==> src/rtl/freq_sweep.sv <==
// Linear frequency sweep generator feeding a DDFS tuning word (fcontrol).
// Steps f_start..f_stop by f_step, holding each word dwell+1 cycles; optional auto-repeat.
module freq_sweep #(
    parameter int FW = 23,
    parameter int DW = 16
) (
    input  logic          clk,
    input  logic          rst_n,
    input  logic          start,
    input  logic          stop,
    input  logic          repeat_mode,
    input  logic [FW-1:0] f_start,
    input  logic [FW-1:0] f_stop,
    input  logic [FW-1:0] f_step,
    input  logic [DW-1:0] dwell,
    output logic [FW-1:0] fcontrol,
    output logic          busy,
    output logic          done,
    output logic          err
);

    typedef enum logic [1:0] {IDLE, DWELL, HOLD_LAST} state_t;

    state_t        state, state_nxt;
    logic [FW-1:0] fc_nxt, start_q, stop_q, step_q;
    logic [DW-1:0] dwell_q, cnt, cnt_nxt;
    logic          repeat_q;
    logic          accept, reject, done_nxt, err_nxt;
    logic [FW:0]   sum;
    logic          sum_clamp;

    // stop wins over start, so a simultaneous start is neither accepted nor rejected
    assign accept    = (state == IDLE) && start && !stop && (f_step != '0) && (f_start <= f_stop);
    assign reject    = (state == IDLE) && start && !stop && ((f_step == '0) || (f_start > f_stop));
    assign sum       = {1'b0, fcontrol} + {1'b0, step_q};
    assign sum_clamp = (sum >= {1'b0, stop_q});
    assign busy      = (state != IDLE);

    always_ff @(posedge clk or negedge rst_n) begin
        if (!rst_n) begin
            state <= IDLE;
        end else begin
            state <= state_nxt;
        end
    end

    always_comb begin
        state_nxt = state;
        case (state)
            IDLE: begin
                if (accept) begin
                    state_nxt = (f_start == f_stop) ? HOLD_LAST : DWELL;
                end
            end
            DWELL: begin
                if (stop) begin
                    state_nxt = IDLE;
                end else if ((cnt == '0) && sum_clamp) begin
                    state_nxt = HOLD_LAST;
                end
            end
            HOLD_LAST: begin
                if (stop) begin
                    state_nxt = IDLE;
                end else if (cnt == '0) begin
                    if (repeat_q) begin
                        state_nxt = (start_q == stop_q) ? HOLD_LAST : DWELL;
                    end else begin
                        state_nxt = IDLE;
                    end
                end
            end
            default: state_nxt = IDLE;
        endcase
    end

    always_comb begin
        fc_nxt   = fcontrol;
        cnt_nxt  = cnt;
        done_nxt = 1'b0;
        err_nxt  = reject;
        case (state)
            IDLE: begin
                if (accept) begin
                    fc_nxt  = f_start;
                    cnt_nxt = dwell;
                end
            end
            DWELL: begin
                if (!stop) begin
                    if (cnt != '0) begin
                        cnt_nxt = cnt - 1'b1;
                    end else begin
                        fc_nxt  = sum_clamp ? stop_q : sum[FW-1:0];
                        cnt_nxt = dwell_q;
                    end
                end
            end
            HOLD_LAST: begin
                if (!stop) begin
                    if (cnt != '0) begin
                        cnt_nxt = cnt - 1'b1;
                    end else if (repeat_q) begin
                        fc_nxt  = start_q;
                        cnt_nxt = dwell_q;
                    end else begin
                        done_nxt = 1'b1;
                    end
                end
            end
            default: begin
                fc_nxt = fcontrol;
            end
        endcase
    end

    always_ff @(posedge clk or negedge rst_n) begin
        if (!rst_n) begin
            fcontrol <= '0;
            cnt      <= '0;
            done     <= 1'b0;
            err      <= 1'b0;
            start_q  <= '0;
            stop_q   <= '0;
            step_q   <= '0;
            dwell_q  <= '0;
            repeat_q <= 1'b0;
        end else begin
            fcontrol <= fc_nxt;
            cnt      <= cnt_nxt;
            done     <= done_nxt;
            err      <= err_nxt;
            if (accept) begin
                start_q  <= f_start;
                stop_q   <= f_stop;
                step_q   <= f_step;
                dwell_q  <= dwell;
                repeat_q <= repeat_mode;
            end
        end
    end

endmodule

==> config.mk <==
export PLATFORM = sky130hd
export DESIGN_NAME = freq_sweep
export DESIGN_NICKNAME = d
export VERILOG_FILES = /design/src/rtl/freq_sweep.sv
export SDC_FILE = /design/constraint.sdc
export NUM_CORES = 1
export LEC_CHECK = 0
export BUFFER_PORTS_ARGS = -buffer_cell sky130_fd_sc_hd__buf_2
export CAP_MARGIN = 40
export CORE_MARGIN = 1
export CORE_UTILIZATION = 50
export CTS_BUF_LIST = sky130_fd_sc_hd__clkbuf_8
export DETAILED_ROUTE_END_ITERATION = 10
export GPL_TIMING_DRIVEN = 0
export PLACE_DENSITY = 0.72
export SLEW_MARGIN = 10
export SYNTH_ARGS = -nofsm -noshare
export SYNTH_HDL_FRONTEND = slang
export SYNTH_SLANG_ARGS = --single-unit
==> constraint.sdc <==
create_clock -name clk -period 5.6 [get_ports clk]
set_clock_uncertainty 0.05 [all_clocks]
set_input_delay 0.56 -clock clk [delete_from_list [all_inputs] [get_ports clk]]
set_output_delay 0.56 -clock clk [all_outputs]
set_load 0.01 [all_outputs]
==> key figures <==
Run status
  – Status: finished with violations
  – Failing checks: design-rule violations

Finish
  – Post-route cell area: 10,670 sq um
  – Post-Route Utilization: 0.5897
  – Post-layout nets: 1,297
  – Commonest non-fill, non-tap cell in the layout: dfrtp_1
  – Most frequent cells in the layout: dfrtp_1, buf_2, nand2_1
  – # fillers: 1,627
  – Ratio of cells with drive above 1 in the final layout: 0.2281
  – Flip-flop and latch area: between 3000 and 4000 sq um
  – Synth-to-Final Area Change: 15.08%
  – Multi-input logic area: 5525 sq um

Floorplan
  – I/O pins: 116
  – Total die area: 19,080 sq um
  – Initial Util: 0.5124
  – Standard-cell rows: between 40 and 50
  – Die height: 138.1 um
  – Chip width: 138.1 um
  – Core ar.: 18,090 sq um

Timing
  – Actual slew at the worst max-slew pin: 902.1 ps
  – Min Clock Period, post-route: about 5300 ps
  – Max-slew violations: 0
  – Setup violators final: 0
  – Unrepaired setup endpoints after global routing: false
  – Final period util: 0.9485
  – Slew margin rel.: 0.3986
  – Final worst slack: around 290 ps
  – Final Hold Fails: 0
  – Fmax: 188.3 MHz

Worst setup path
  – Critical-path maximum fanout: 4
  – Critical Path Source Type: flop
  – CP Data Required Time: just under 6000 ps
  – Worst EP arrival: about 5600 ps
  – Crit. End Element: flop
  – Crit Path Class: flop to flop

Synthesis
  – Syn_nets: 1,158
  – Post-synth cell types: approximately 80
  – Register bit total from synthesis: 129
  – Asr flop ratio synth: 1.000
  – Syn_area_per_cell: 9.342 sq um
  – Sequential area share after synthesis: 0.3483
  – Synth warnings: 0
  – Netlist Area Pre-Place: 9268 sq um
  – Ys flop type: dfrtp_1
  – Post-Synthesis Cells: slightly below 1,000
  – Post-synth EDFFs: 0

Run
  – MaxCap Viol Count: 0

Global route
  – First-pass GRT wire length: 45,170 um
  – Largest net degree at the start of global routing: 75
  – Remaining global-route overflow: 0
  – Total GRT Usage: 0.3095
  – Initial antenna violation count: 0
  – Vias in the first global route: 8,157

Clock network
  – Clock Pin Slew Worst Setup and Hold Paths: 80 ps
  – CTS Hold Bufs: 0
  – Clock Tree Buf Depth: 2
  – Root buf cell: clkbuf_8
  – CTS tree: done
  – Latest clock arrival within the worst-skew pair: 460 ps
  – Clk sinks: 129
  – CTS Buf Count: 17
  – CTS H-tree lvls: 4

Drt
  – Routed via count: approximately 8,300
  – TritonRoute pass-1 iters: 9
  – DRC viols: 40
  – WL per Instance: 20.80 um
  – ANT nets after route: 0
  – Drt via density: 6.041
  – Final wirelength: 28,580 um
  – 1st-iter DRT viols: 721

Hold path
  – Worst min path class: input pin to asynchronous set/reset pin

Placed design
  – Gpl congestion: 0.9329
  – Worst slack, placed: -439.8 ps
  – Area post-placement: 10,170 sq um
  – IO Port Bufs: 114
  – DP HPWL: ~21,000 um
worst paths after layout:
kind	from	end	slack (ps)	cells past startpoint
max	fcontrol[0]$_DFFE_PN0P_	state[0]$_DFFE_PN0P_	290	19
min	rst_n	step_q[13]$_DFFE_PN0P_	9	1
max reg2reg	fcontrol[0]$_DFFE_PN0P_	state[0]$_DFFE_PN0P_	290	19
min reg2reg	dwell_q[1]$_DFFE_PN0P_	dwell_q[1]$_DFFE_PN0P_	440	1
max in group asynchronous	rst_n	cnt[12]$_DFFE_PN0P_	4710	2
min in group clk	f_stop[21]	stop_q[21]$_DFFE_PN0P_	280	3
layout make-up:
| cell class | count | area share |
|---|---|---|
| Clock inverter | 12 | 0.01537 |
| Timing Repair Buffer | 120 | 0.06054 |
| Inverter | 67 | 0.02358 |
| Tap cell | 229 | 0.02687 |
| Clock buffer | 20 | 0.02581 |
| Buffer | 49 | 0.02687 |
| Multi-Input combinational cell | 747 | 0.5181 |
| Antenna cell | 1 | 0.0002346 |
| Sequential cell | 129 | 0.3027 |
layer usage:
layer | vias to the layer above | part of all wire | track usage
met2 | 369 | 0.46 | 0.4976
met1 | 3979 | 0.42 | 0.3933
li1 | 3887 | - | -
met5 | - | 0 | 0
met3 | 66 | 0.082 | 0.07516
met4 | 0 | 0.043 | 0.1467
repair_timing:
action | CTS | global route
resized for setup | 2 | 2
setup endpoints to repair | 25 | 24
pin swaps | 2 | 0
buffers inserted | 4 | 0
state kept, by name (all words and copies together), names as in the netlist, 2 cells and up:
register  cells
dwell_q      16
state         2
stop_q       23
step_q       23
fcontrol     23
start_q      23
cnt          16
through the flow:
step	std cells	setup TNS, ps	hold slack, ps
final	1374	0	8.707
after global routing	1373	0	39.07
after CTS	1373	0	31.14
after detailed placement	1337	-5999	425.4
after global placement	1335	-5041	417.0
after floorplan	992	0	214.4
cells in the mapped netlist (4+ instances only):
cell type,instances,area share
nand2b_1,6,0.0041
o211ai_1,7,0.0057
nand2_1,85,0.034
nor3_1,26,0.014
a211oi_1,33,0.027
xor2_1,15,0.014
dfrtp_1,129,0.35
a21oi_1,54,0.029
mux2_1,8,0.0097
ha_1,75,0.10
buf_2,10,0.0054
nor2b_1,5,0.0034
inv_1,66,0.027
clkbuf_1,26,0.011
mux2_2,58,0.070
or3_1,5,0.0034
xnor2_1,33,0.031
nand4_1,15,0.010
buf_6,12,0.015
a2111oi_0,5,0.0047
o21ai_0,63,0.034
mux2i_1,15,0.016
a21o_1,23,0.019
o21ai_1,11,0.0059
o21a_1,7,0.0057
nor4_1,11,0.0074
o31ai_1,8,0.0065
and2_1,5,0.0034
o21bai_1,4,0.0032
nor2_1,59,0.024
nand3_1,32,0.017
a221oi_1,5,0.0047
kinds of logic after synthesis:
family / count (synthesis) / synth area share
mux: 81 / 0.09640
flops: 129 / 0.3483
simple gates: 278 / 0.1517
buf+inv: 116 / 0.05805
compound gates: 264 / 0.1967
fa+ha+maj: 76 / 0.1034
xor+xnor: 48 / 0.04536
worst max-delay path: stages (launching register included):
cell       delay (ps)
dfrtp_1           420
ha_1              240
fa_1              420
a21o_1            230
a221oi_4          350
o21ai_2           180
o41ai_4           320
a2111oi_1         180
or3_1             350
and2_1            170
ha_1              280
o2111ai_1         190
nor3_1            320
o31ai_1           170
nand4_1           140
buf_4             150
buf_4             130
o21ai_1            90
a221oi_1          420
mux2_2            380
Power is not shown: default switching activity piles up to over one toggle a cycle in this logic, so the estimate is an artifact.
